[config.mk]
export PLATFORM = sky130hd
export DESIGN_NAME = iterative_alu
export DESIGN_NICKNAME = d
export VERILOG_FILES = /design/src/rtl/alu_pkg.sv /design/src/rtl/serial_shifter.sv /design/src/rtl/iterative_alu.sv
export SDC_FILE = /design/constraint.sdc
export NUM_CORES = 1
export LEC_CHECK = 0
export ABC_AREA = 1
export BUFFER_PORTS_ARGS = -buffer_cell sky130_fd_sc_hd__buf_2
export CAP_MARGIN = 30
export CORE_MARGIN = 2
export CORE_UTILIZATION = 29
export CTS_CLUSTER_SIZE = 10
export DETAILED_ROUTE_END_ITERATION = 6
export SKIP_LAST_GASP = 1
export SYNTH_ARGS = -nofsm -noshare
export SYNTH_HDL_FRONTEND = slang
export SYNTH_HIERARCHICAL = 1
export SYNTH_SLANG_ARGS = --single-unit
[constraint.sdc]
create_clock -name clk -period 3.4 [get_ports clk]
set_clock_uncertainty 0.2 [all_clocks]
set_input_delay 0.85 -clock clk [delete_from_list [all_inputs] [get_ports clk]]
set_output_delay 0.85 -clock clk [all_outputs]
set_load 0.05 [all_outputs]
[src/rtl/alu_pkg.sv]
// Shared types for the iterative ALU: operation encodings and controller states.
package alu_pkg;

  typedef enum logic [2:0] {
    OP_ADD = 3'b000,
    OP_SUB = 3'b001,
    OP_AND = 3'b010,
    OP_OR  = 3'b011,
    OP_XOR = 3'b100,
    OP_SLT = 3'b101,
    OP_SLL = 3'b110,
    OP_SRL = 3'b111
  } alu_op_t;

  typedef enum logic {
    IDLE  = 1'b0,
    SHIFT = 1'b1
  } state_t;

endpackage

[src/rtl/serial_shifter.sv]
// Bit-serial shifter: latches an operand and shift amount, then moves one bit per
// cycle until the count runs out. Unused when ITERATIVE_ALU_BARREL_EN is defined.
module serial_shifter #(
  parameter int WIDTH = 32,
  parameter int SHW   = $clog2(WIDTH)
) (
  input  logic             clk,
  input  logic             reset,
  input  logic             load,
  input  logic             left,
  input  logic [WIDTH-1:0] operand,
  input  logic [SHW-1:0]   shamt,
  output logic [WIDTH-1:0] next_data,
  output logic             last
);

  logic [WIDTH-1:0] data_p0;
  logic             left_p0;
  logic [SHW-1:0]   count;

  always_ff @(posedge clk or posedge reset) begin
    if (reset)
      count <= '0;
    else if (load)
      count <= shamt;
    else if (count != '0)
      count <= count - SHW'(1);
  end

  // Datapath registers carry no reset; the count alone decides when they are live.
  always_ff @(posedge clk) begin
    if (load) begin
      data_p0 <= operand;
      left_p0 <= left;
    end else if (count != '0) begin
      data_p0 <= next_data;
    end
  end

  assign next_data = left_p0 ? {data_p0[WIDTH-2:0], 1'b0} : {1'b0, data_p0[WIDTH-1:1]};
  assign last      = (count == SHW'(1));

endmodule

[src/rtl/iterative_alu.sv]
// Single-issue ALU: most ops finish in one cycle; shifts run bit-serially unless
// ITERATIVE_ALU_BARREL_EN is defined, in which case they also finish in one cycle.
module iterative_alu
  import alu_pkg::*;
#(
  parameter int WIDTH = 32
) (
  input  logic             clk,
  input  logic             reset,
  input  logic             start,
  input  logic [WIDTH-1:0] SrcA,
  input  logic [WIDTH-1:0] SrcB,
  input  logic [2:0]       ALUControl,
  output logic             busy,
  output logic             done,
  output logic [WIDTH-1:0] ALUResult,
  output logic             Zero
);

  localparam int SHW = $clog2(WIDTH);

  state_t           state, state_nxt;
  alu_op_t          op;
  logic             go_serial;
  logic             load, fin_fast, fin_shift;
  logic             shift_last;
  logic [WIDTH-1:0] shift_next;

  function automatic logic [WIDTH-1:0] alu_eval(input logic [WIDTH-1:0] a,
                                                input logic [WIDTH-1:0] b,
                                                input alu_op_t o);
    logic signed [WIDTH-1:0] sa, sb;
    sa = a;
    sb = b;
    case (o)
      OP_ADD:  return a + b;
      OP_SUB:  return a - b;
      OP_AND:  return a & b;
      OP_OR:   return a | b;
      OP_XOR:  return a ^ b;
      OP_SLT:  return {{(WIDTH-1){1'b0}}, (sa < sb)};
      OP_SLL:  return a << b[SHW-1:0];
      OP_SRL:  return a >> b[SHW-1:0];
      default: return '0;
    endcase
  endfunction

  assign op = alu_op_t'(ALUControl);

`ifdef ITERATIVE_ALU_BARREL_EN
  assign go_serial  = 1'b0;
  assign shift_last = 1'b0;
  assign shift_next = '0;
`else
  logic is_shift;
  assign is_shift  = (op == OP_SLL) || (op == OP_SRL);
  // A zero shift amount completes on the single-cycle path.
  assign go_serial = is_shift && (SrcB[SHW-1:0] != '0);

  serial_shifter #(.WIDTH(WIDTH), .SHW(SHW)) u_shifter (
    .clk       (clk),
    .reset     (reset),
    .load      (load),
    .left      (op == OP_SLL),
    .operand   (SrcA),
    .shamt     (SrcB[SHW-1:0]),
    .next_data (shift_next),
    .last      (shift_last)
  );
`endif

  always_ff @(posedge clk or posedge reset) begin
    if (reset)
      state <= IDLE;
    else
      state <= state_nxt;
  end

  always_comb begin
    state_nxt = state;
    load      = 1'b0;
    fin_fast  = 1'b0;
    fin_shift = 1'b0;
    case (state)
      IDLE: begin
        if (start) begin
          if (go_serial) begin
            load      = 1'b1;
            state_nxt = SHIFT;
          end else begin
            fin_fast = 1'b1;
          end
        end
      end
      SHIFT: begin
        if (shift_last) begin
          fin_shift = 1'b1;
          state_nxt = IDLE;
        end
      end
      default: state_nxt = IDLE;
    endcase
  end

  // Result stage: written only on completion and held until the next one.
  always_ff @(posedge clk or posedge reset) begin
    if (reset) begin
      done      <= 1'b0;
      ALUResult <= '0;
    end else begin
      done <= fin_fast | fin_shift;
      if (fin_fast)
        ALUResult <= alu_eval(SrcA, SrcB, op);
      else if (fin_shift)
        ALUResult <= shift_next;
    end
  end

  assign busy = (state == SHIFT);
  assign Zero = (ALUResult == '0);

endmodule

==> results.py, run 1 <==
metrics = {
    "outcome": {
        "outcome": "complete, no violations",
    },
    "placed_design": {
        "io_buffers": 104,
        "hpwl_um": 57000,
        "placed_cells": 3286,
        "dp_slack_ns": -0.1690,
        "gp_congestion": 1.088,
    },
    "synth": {
        "syn_area_um2": 13400,
        "synthArstFlopShare_pct": 54.17,
        "synth.area.top_cells": "nand2_1, nand3_1, ha_1, inv_1, edfxtp_1",
        "ys_seq_area_share_pct": 14.68,
        "yosys_most_used_dff": "dfrtp_1",
        "synth_area_leader_cell": "nand2_1",
        "yosysUniqueCellTypes": 53,
        "syn-instance-count": 2463,
        "yosys.area.top_type_share_pct": 24.18,
        "synth-edff-count": 33,
        "syn_nets": 2634,
        "synth_seq_cells": 72,
        "ys_warn_count": 6,
        "postSynthAreaPerCell_um2": 5.440,
    },
    "critical_path": {
        "reg2reg_slack_ns": 1.05,
        "crit_required_ns": 3.43,
        "end_kind": "flip-flop",
        "worstReg2RegEnd": "ALUResult[9]$_DFFE_PP0P_",
        "r2r-start": "busy$_DFF_PP0_",
        "rr_worst_depth": 8,
        "crit_fanout": 8,
        "cp-start-kind": "input port",
        "worstPathArrival_ns": 3.35,
        "path_class": "input port to flip-flop",
    },
    "routing": {
        "ant_nets": 0,
        "drtIter0Drc": 2761,
        "firstDrtPassIters": 6,
        "routed_wl_um": 68500,
        "drc": 0,
        "wl_per_cell_um": 20.74,
        "vias_per_cell": 5.323,
        "vias": 17580,
    },
    "floorplanning": {
        "die_x_um": 218.9,
        "dieHeight_um": 218.9,
        "core.rowCount": 78,
        "ios": 105,
        "initial_core_util_pct": 29.46,
        "core_area_um2": 45480,
        "die-area_um2": 47930,
    },
    "timing": {
        "fin_crit_sh_pct": 97.50,
        "min_period_ns": 3.315,
        "rsz0062_at_grt": "false",
        "fin_tns_setup_ns": 0,
        "slew-limit-headroom_pct": 47.11,
        "worst_slack_ns": 0.08485,
        "slew_violations": 0,
        "finalHoldWorstSlack_ns": 0.2466,
        "setup_violations": 0,
        "hold_viol": 0,
        "worst_pin_slew_ns": 0.7915,
        "max_clock_freq_mhz": 301.6,
    },
    "global_routing": {
        "gr-total-overflow": 0,
        "grt_pass1_vias": 16100,
        "grt_start_max_net_pins": 65,
        "grt_usage_pct": 28.43,
        "antenna_found_initial": 1,
        "grt_pass1_wl_um": 101000,
    },
    "cts": {
        "cts_num_sinks": 72,
        "cts_buffers": 9,
        "post-cts-setup-buffer-count": 0,
        "htreeDepth": 3,
        "cts_hold_buf": 0,
        "root_buffer": "clkbuf_16",
        "clock_latency_ns": 0.34,
        "path_clk_slew_ns": 0.06,
        "cts_tree": "done",
        "clockBufferDepth": 2,
    },
    "power": {
        "power.density_nw_per_um2": 421.0,
        "vdd_drop_max_uv": 620.7,
        "total_power_mw": 6.868,
        "power.leakage_nw": 8.970,
    },
    "layout": {
        "area_delta_synth_final_pct": 21.75,
        "nNetsFinal": 2868,
        "n_antenna_cell": 0,
        "stdcell_count": 3302,
        "drive_gt1_share_pct": 15.10,
    },
    "run": {
        "cap_violations": 0,
    },
    "min_path": {
        "hold_class": "input port to asynchronous set/reset pin",
    },
}
cell type report:
| class | count | area, um2 |
|---|---|---|
| Clock buffer | 11 | 275.3 |
| Clock inverter | 5 | 41.29 |
| Fill cell | 5170 | 29170 |
| Inverter | 341 | 1285 |
| Multi-Input combinational cell | 1929 | 9520 |
| Sequential cell | 72 | 1967 |
| Tap cell | 600 | 750.7 |
| Timing Repair Buffer | 344 | 2472 |
worst max-delay path, cell delays in order:
cell and delay [ns]:
buf_2 0.09, inv_1 0.12, ha_2 0.44, nand2_1 0.14, nor2_1 0.26, and2_1 0.17, nand2_1 0.05, nand2_1 0.11
buf_4 0.13, buf_4 0.10, nand2_1 0.11, nand2_1 0.10, nand2_1 0.05, nand3_1 0.07, nand4_1 0.33, nand2_1 0.16
nand2_1 0.06
layout by cell type, fill, tap and decap left out, types with 9 or more instances in the layout:
cell type,instances
nand3_1,382
dfrtp_1,39
o21ai_0,70
clkbuf_16,11
inv_1,325
o22ai_1,17
buf_4,228
ha_1,98
edfxtp_1,33
xor2_1,9
nand4_1,32
o21ai_2,14
nor3_1,17
a31oi_1,9
buf_2,104
and2_1,16
a21oi_1,84
o211ai_1,10
buf_12,12
nor2_1,203
o21ai_1,30
inv_2,14
nand2_1,863
metal layers:
| layer | part of all wire [%] | wire length (um) | track usage (%) |
|---|---|---|---|
| met1 | 42 | 28850 | 39.42 |
| met2 | 41 | 28030 | 42.65 |
| met3 | 11 | 7251 | 3.479 |
| met4 | 6.3 | 4348 | 15.52 |
| met5 | 0.026 | 18 | 0 |
cell families after synthesis:
| group | count (synthesis) | share of synthesized area, % |
|---|---|---|
| AO/OA/AOI/OAI | 270 | 11.89 |
| XOR/XNOR | 9 | 0.5884 |
| adder cells (fa/ha/maj) | 101 | 9.544 |
| buffers and inverters | 462 | 14.34 |
| flip-flops | 72 | 14.68 |
| multiplexers | 2 | 0.1494 |
| AND/OR/NAND/NOR | 1547 | 48.81 |
metrics by stage:
stage                     util, %  instance area [um2]
final                       35.87                16310
after global routing        35.87                16310
after CTS                   35.85                16300
after detailed placement    35.15                15990
after global placement      35.15                15990
after floorplan                 -                13400
cells in the mapped netlist, types with 4 or more instances:
master	count
o21ai_0	71
o22ai_1	17
o21a_1	7
a31oi_1	9
nand2_1	863
nand4_1	32
nor4_1	8
ha_1	99
o21ai_2	14
xor2_1	9
nand3_1	383
inv_2	14
and2_1	16
buf_6	7
a21oi_1	84
buf_1	8
a221oi_1	4
nor2_1	204
o211ai_1	10
o21ai_1	29
buf_4	12
dfrtp_1	39
o21bai_1	6
edfxtp_1	33
inv_1	325
buf_2	64
nor3_1	17
and3_1	5
clkbuf_1	27
o221ai_1	6
state kept, by name (all words and copies together), names as in the netlist:
signal             count
ALUResult             32
u_shifter/left_p0      1
u_shifter/count        5
busy                   1
done                   1
u_shifter/data_p0     32
power breakdown:
part / leakage (nW) / switching [mW] / internal [mW]
Combinational: 7.95 / 2.90 / 1.28
Sequential: 0.861 / 0.311 / 1.36
Clock: 0.158 / 0.423 / 0.594
worst max path at each step:
stage,from,endpoint,cells past startpoint
final,SrcA[7],ALUResult[29]$_DFFE_PP0P_,17
after global routing,SrcB[4],ALUResult[30]$_DFFE_PP0P_,18
after CTS,SrcA[10],ALUResult[23]$_DFFE_PP0P_,14
after detailed placement,SrcA[5],ALUResult[30]$_DFFE_PP0P_,17
after global placement,SrcA[10],ALUResult[23]$_DFFE_PP0P_,14
after floorplan,SrcB[3],u_shifter/data_p0[0]$_DFFE_PP_,7
repair_timing:
item	in CTS	in global routing
endpoints found under the hold margin	0	0
resized for setup	0	3
setup endpoints to repair	0	3
Note: power is estimated with default switching activity, not from simulation.
==> run 2: changes to the inputs <==
--- a/config.mk
+++ b/config.mk
@@ -8,6 +8,7 @@
 export ABC_AREA = 1
 export BUFFER_PORTS_ARGS = -buffer_cell sky130_fd_sc_hd__buf_2
 export CAP_MARGIN = 30
+export CORE_ASPECT_RATIO = 1.2
 export CORE_MARGIN = 2
 export CORE_UTILIZATION = 29
 export CTS_CLUSTER_SIZE = 10
==> run 2 against run 1 <==
Sequential power about the same; global-route usage grew 2.2 points; clock power increased by 4%; via count decreased by 1.9%; non-clock buffer count rose by 3; total power is 2.3% higher; clock-buffer cell count fell by 2; sequential share of layout area about the same; critical path depth shrank 1; cell count up 0.61%; routed wire length grew 8.9%; maximum frequency increased by 3.2%; largest cell class unchanged; highest routed layer is now met4.
==> results.py, run 2 (same netlist as run 1, synthesis figures left out) <==
metrics = {
    "cts": {
        "cts_hold_buf": 0,
        "cts_buffers": 9,
        "post_cts_resized": 0,
        "clockBufferDepth": 2,
        "cts_tree": "done",
        "post-cts-setup-buffer-count": 0,
        "clock_latency_ns": 0.36,
        "htreeDepth": 3,
        "root_buffer": "clkbuf_16",
        "cts_num_sinks": 72,
        "path_clk_slew_ns": 0.06,
    },
    "layout": {
        "nNetsFinal": 2871,
        "layout_commonest_cell": "nand2_1",
        "n_fill_cell": 5162,
        "final_area_um2": 16320,
        "post-route-util_pct": 35.69,
        "reg_top3": "ALUResult: 32 flops, u_shifter/data_p0: 32 flops, u_shifter/count: 5 flops",
        "area_delta_synth_final_pct": 21.81,
        "drive_gt1_share_pct": 15.01,
        "layout_common_cells": "nand2_1, nand3_1, inv_1, buf_4, nor2_1",
    },
    "routing": {
        "vias_per_cell": 5.189,
        "firstDrtPassIters": 6,
        "ant_nets": 0,
        "routed_wl_um": 74600,
        "drc": 0,
        "wl_per_cell_um": 22.46,
        "drtIter0Drc": 1947,
        "vias": 17240,
    },
    "critical_path": {
        "rr_worst_depth": 10,
        "path_cells": "buf_2 -> inv_1 -> ha_1 -> inv_1 -> a21oi_1 -> buf_4 -> nand2_1 -> buf_4 -> inv_1 -> nand2_1 -> o21ai_0 -> a21oi_1 -> nor3_1 -> nand3_1 -> nand2_1 -> nand2_1",
        "reg2reg_slack_ns": 0.95,
        "worstPathArrival_ns": 3.25,
        "cp-start-kind": "input port",
        "crit_required_ns": 3.44,
        "cp_common_cell": "nand2_1",
        "path_class": "input port to flip-flop",
        "crit_fanout": 6,
        "slowest_stage": "ha_1",
        "critPathMaxStageDelay_ns": 0.42,
        "end_kind": "flip-flop",
    },
    "timing": {
        "max_clock_freq_mhz": 311.4,
        "hold_viol": 0,
        "worst_slack_ns": 0.1891,
        "fin_tns_setup_ns": 0,
        "setup_violations": 0,
        "slew-limit-headroom_pct": 38.22,
        "rsz0062_at_grt": "false",
        "worst_pin_slew_ns": 0.9245,
        "min_period_ns": 3.211,
        "slew_violations": 0,
        "finalHoldWorstSlack_ns": 0.1914,
        "fin_crit_sh_pct": 94.44,
    },
    "global_routing": {
        "gr-total-overflow": 0,
        "grt_start_max_net_pins": 72,
        "grt.busiest_layer": "met2",
        "met3_usage_pct": 3.415,
        "antenna_found_initial": 1,
        "grt_pass1_wl_um": 107600,
        "use_met1_pct": 36.00,
        "met2_usage_pct": 50.32,
        "grt_pass1_vias": 16290,
        "grt_usage_pct": 30.60,
    },
    "floorplanning": {
        "initial_core_util_pct": 29.30,
        "die-area_um2": 47940,
        "core_area_um2": 45730,
        "ios": 105,
        "dieHeight_um": 239.5,
        "core.rowCount": 86,
        "die_x_um": 200.2,
    },
    "outcome": {
        "outcome": "complete, no violations",
    },
    "power": {
        "power.density_nw_per_um2": 430.5,
        "power.leakage_nw": 8.973,
        "vdd_drop_max_uv": 328.9,
    },
    "placed_design": {
        "dp_slack_ns": -0.09814,
        "dpl_cell_area_um2": 16010,
        "io_buffers": 104,
        "gp_congestion": 1.061,
        "hpwl_um": 61240,
    },
    "min_path": {
        "hold_class": "input port to asynchronous set/reset pin",
    },
    "run": {
        "cap_violations": 0,
    },
}
-- run 2: path summary, 6_finish.rpt --
check	startpoint	end
setup / recovery	SrcB[6]	ALUResult[7]$_DFFE_PP0P_
hold / removal	reset	u_shifter/count[4]$_DFFE_PP0P_
setup reg to reg	u_shifter/count[1]$_DFFE_PP0P_	ALUResult[27]$_DFFE_PP0P_
hold reg to reg	ALUResult[24]$_DFFE_PP0P_	ALUResult[24]$_DFFE_PP0P_
max in group asynchronous	reset	ALUResult[6]$_DFFE_PP0P_
min in group clk	ALUResult[24]$_DFFE_PP0P_	ALUResult[24]$_DFFE_PP0P_
-- run 2: stage by stage --
stage                     instances  total power [mW]
after floorplan                2463             4.201
after global placement         3305             5.881
after detailed placement       3305             5.887
after CTS                      3321             6.952
after global routing           3322             7.418
final                          3322             7.025
-- run 2: routing by layer --
metal	share of wire (%)	wire length [um]
met1	39	29060
met2	45	33430
met3	6.8	5060
met4	9.4	7047
met5	0	0
-- run 2: power breakdown --
group	internal, mW	switching [mW]	leakage (nW)	total (mW)
logic	1.30	2.99	7.97	4.29
clock network	0.635	0.424	0.144	1.06
registers	1.36	0.319	0.861	1.68
total	3.29	3.74	8.97	7.02
-- run 2: final cells by class --
cell class | instances | area [um2] | share of cell area (%)
multi-input combinational | 1929 | 9513 | 58.29
timing repair buffer | 347 | 2470 | 15.13
sequential | 72 | 1967 | 12.05
inverter | 341 | 1285 | 7.874
tap | 616 | 770.7 | 4.723
clock buffer | 9 | 225.2 | 1.380
clock inverter | 7 | 86.33 | 0.5290
antenna | 1 | 2.502 | 0.01533
-- run 2: worst max-delay path: cells and delay by family --
family	cells	cell delay (ns)
compound gates	3	0.50
fa+ha+maj	1	0.42
buf+inv	6	0.58
simple gates	6	0.90
==> run 3: changes to the inputs <==
--- a/config.mk
+++ b/config.mk
@@ -16,5 +16,4 @@
 export SKIP_LAST_GASP = 1
 export SYNTH_ARGS = -nofsm -noshare
 export SYNTH_HDL_FRONTEND = slang
-export SYNTH_HIERARCHICAL = 1
 export SYNTH_SLANG_ARGS = --single-unit
==> run 3 against run 2 <==
Die area is 0.60% higher; non-clock buffer count rose by 60; cell count is 0.39% higher; largest power group unchanged; critical endpoint is now ALUResult[27]$_DFFE_PP0P_.
==> results.py, run 3 <==
metrics = {
    "outcome": {
        "outcome": "complete, no violations",
    },
    "critical_path": {
        "critical-path-top-delay-family": "simple AND/OR/NAND/NOR gates",
        "path_cells": "buf_2 -> inv_1 -> ha_1 -> buf_4 -> nor2_1 -> inv_1 -> nor2_1 -> inv_1 -> nor3_2 -> nand2_1 -> nand2_1 -> nand2_1 -> nand3_1 -> nand4_1 -> nand2_1 -> nand2_1",
        "critPathMaxStageDelay_ns": 0.41,
        "crit_fanout": 5,
        "path_class": "input port to flip-flop",
        "worstPathArrival_ns": 3.29,
        "worst-path-buf-inv": 5,
        "slowest_stage": "ha_1",
        "cp-start-kind": "input port",
        "crit_required_ns": 3.46,
        "cp_common_cell": "nand2_1",
        "end_kind": "flip-flop",
    },
    "routing": {
        "firstDrtPassIters": 6,
        "drc": 0,
        "routed_wl_um": 72610,
        "wl_per_cell_um": 21.77,
        "vias_per_cell": 5.198,
        "ant_nets": 0,
        "vias": 17340,
        "drtIter0Drc": 1862,
    },
    "layout": {
        "layout_commonest_cell": "nand2_1",
        "n_antenna_cell": 0,
        "layout_common_cells": "nand2_1, nand3_1, inv_1, buf_4, nor2_1",
        "post-route-util_pct": 36.46,
        "reg_top3": "ALUResult: 32 flops, u_shifter.data_p0: 32 flops, u_shifter.count: 5 flops",
        "nNetsFinal": 2886,
        "area_delta_synth_final_pct": 24.25,
        "drive_gt1_share_pct": 18.09,
    },
    "placed_design": {
        "io_buffers": 104,
        "dp_slack_ns": -0.2432,
        "hpwl_um": 61940,
        "gp_congestion": 1.040,
    },
    "timing": {
        "hold_viol": 0,
        "min_period_ns": 3.228,
        "fin_crit_sh_pct": 94.93,
        "slew_violations": 0,
        "max_clock_freq_mhz": 309.8,
        "setup_violations": 0,
        "finalHoldWorstSlack_ns": 0.3383,
        "rsz0062_at_grt": "false",
        "fin_tns_setup_ns": 0,
        "slew-limit-headroom_pct": 55.24,
        "worst_slack_ns": 0.1723,
        "worst_pin_slew_ns": 0.6644,
    },
    "synth": {
        "syn-instance-count": 2410,
        "synth-edff-count": 33,
        "yosysMostFrequentCell": "nand2_1",
        "yosys_most_used_dff": "dfrtp_1",
        "syn_nets": 2582,
        "synth_commonest_cells": "nand2_1, nand3_1, inv_1, nor2_1, o21ai_0",
        "synth.area.top_cells": "nand2_1, nand3_1, ha_1, inv_1, edfxtp_1",
        "ys_seq_area_share_pct": 14.59,
        "ys_warn_count": 0,
        "yosysUniqueCellTypes": 53,
        "synth_area_leader_cell": "nand2_1",
        "synth_seq_cells": 72,
        "postSynthAreaPerCell_um2": 5.594,
        "syn_area_um2": 13480,
        "synthArstFlopShare_pct": 54.17,
        "yosys.area.top_type_share_pct": 21.50,
    },
    "min_path": {
        "hold_class": "flip-flop to flip-flop",
    },
    "floorplanning": {
        "dieHeight_um": 240.2,
        "core.rowCount": 86,
        "die_x_um": 200.8,
        "ios": 105,
        "core_area_um2": 45950,
        "initial_core_util_pct": 29.34,
        "die-area_um2": 48230,
    },
    "run": {
        "cap_violations": 0,
    },
    "power": {
        "power.density_nw_per_um2": 410.8,
        "pwr-share-comb_pct": 61.8,
        "p_sw_mw": 3.645,
        "sequentialPowerShare_pct": 25.2,
        "vdd_drop_max_uv": 259.2,
        "clkPwrFrac_pct": 13.0,
        "power.leakage_nw": 9.055,
        "swShare_pct": 52.98,
        "internal_power_mw": 3.236,
    },
    "global_routing": {
        "grt_start_max_net_pins": 68,
        "antenna_found_initial": 1,
        "grt_pass1_vias": 16470,
        "gr-total-overflow": 0,
        "grt_usage_pct": 30.08,
        "grt_pass1_wl_um": 107200,
    },
    "cts": {
        "root_buffer": "clkbuf_16",
        "cts_num_sinks": 72,
        "post-cts-setup-buffer-count": 0,
        "cts_hold_buf": 0,
        "clock_latency_ns": 0.37,
        "clockBufferDepth": 2,
        "cts_buffers": 9,
        "htreeDepth": 3,
        "path_clk_slew_ns": 0.06,
        "post_cts_resized": 0,
        "cts_tree": "done",
    },
}
## run 3: cell types whose count changed after synthesis, sizes merged, moves of 5 or more
| cell | previous run | this run |
|---|---|---|
| nor2 | 209 | 197 |
| clkbuf | 30 | 22 |
| inv | 341 | 333 |
| a21oi | 84 | 89 |
| o21ai | 114 | 167 |
| o211ai | 11 | 21 |
| nand3 | 385 | 361 |
| o21a | 7 | 0 |
| o221ai | 6 | 1 |
| o21bai | 6 | 11 |
| nor3 | 18 | 25 |
| nand4 | 32 | 27 |
| xor2 | 9 | 14 |
| nand2 | 865 | 787 |
## run 3: final timing paths
kind,startpoint,end,slack (ns),depth (start not counted)
worst max register to register,u_shifter.count[1]$_DFFE_PP0P_,ALUResult[24]$_DFFE_PP0P_,1.18,10
max in group asynchronous,reset,ALUResult[1]$_DFFE_PP0P_,2.18,3
worst min register to register,ALUResult[21]$_DFFE_PP0P_,ALUResult[21]$_DFFE_PP0P_,0.34,2
min in group asynchronous,reset,ALUResult[27]$_DFFE_PP0P_,0.42,3
worst min-delay path,ALUResult[21]$_DFFE_PP0P_,ALUResult[21]$_DFFE_PP0P_,0.34,2
worst max-delay path,SrcA[24],ALUResult[27]$_DFFE_PP0P_,0.17,16
## run 3: worst reg2reg max path, cell delays in order, from the launching register on
cell and delay [ns]:
dfrtp_1 0.38, inv_1 0.12, ha_1 0.16, nand3_1 0.12
nor2_1 0.20, buf_4 0.33, nor2_2 0.10, buf_4 0.21
a22o_1 0.20, inv_1 0.05, nand2_1 0.05
## run 3: cells by family (layout without fill, tap and decap cells)
group | after synthesis | in the layout | synth area share [%]
compound gates | 337 | 337 | 14.01
xor+xnor | 14 | 14 | 0.9096
fa+ha+maj | 102 | 102 | 9.579
buf+inv | 447 | 756 | 14.37
flops | 72 | 72 | 14.59
mux | 5 | 5 | 0.3713
simple gates | 1433 | 1433 | 46.18
## run 3: area by class of cell
| type | count | area (um2) |
|---|---|---|
| repair buffers | 407 | 2908 |
| inverters | 333 | 1257 |
| multi-input cells | 1891 | 9582 |
| flip-flops and latches | 72 | 1967 |
| clock inverters | 6 | 36.28 |
| clock buffers | 10 | 229.0 |
| fillers | 5278 | 29200 |
| well taps | 616 | 770.7 |
## run 3: per-stage QoR
step	instances	power, mW	cell area, um2
5_1_grt	3335	7.368	16750
3_3_place_gp	3319	5.936	16480
2_1_floorplan	2410	4.259	13480
4_1_cts	3335	6.855	16740
3_5_place_dp	3319	5.946	16480
6_report	3335	6.881	16750
## run 3: power groups by stage
stage	sequential (mW)	combinational (mW)	clock, mW
after floorplan	2.29	1.97	0
after global placement	1.74	4.19	0
after detailed placement	1.75	4.20	0
after CTS	1.74	4.21	0.907
after global routing	1.79	4.64	0.944
final	1.73	4.25	0.896
## run 3: layer usage
| metal | vias up | part of all wire, % | track usage, % |
|---|---|---|---|
| met3 | 184 | 6.1 | 3.646 |
| met1 | 7939 | 41 | 37.15 |
| li1 | 8415 | - | - |
| met2 | 795 | 45 | 49.84 |
| met4 | 2 | 7.5 | 19.17 |
| met5 | - | 0.017 | 0 |
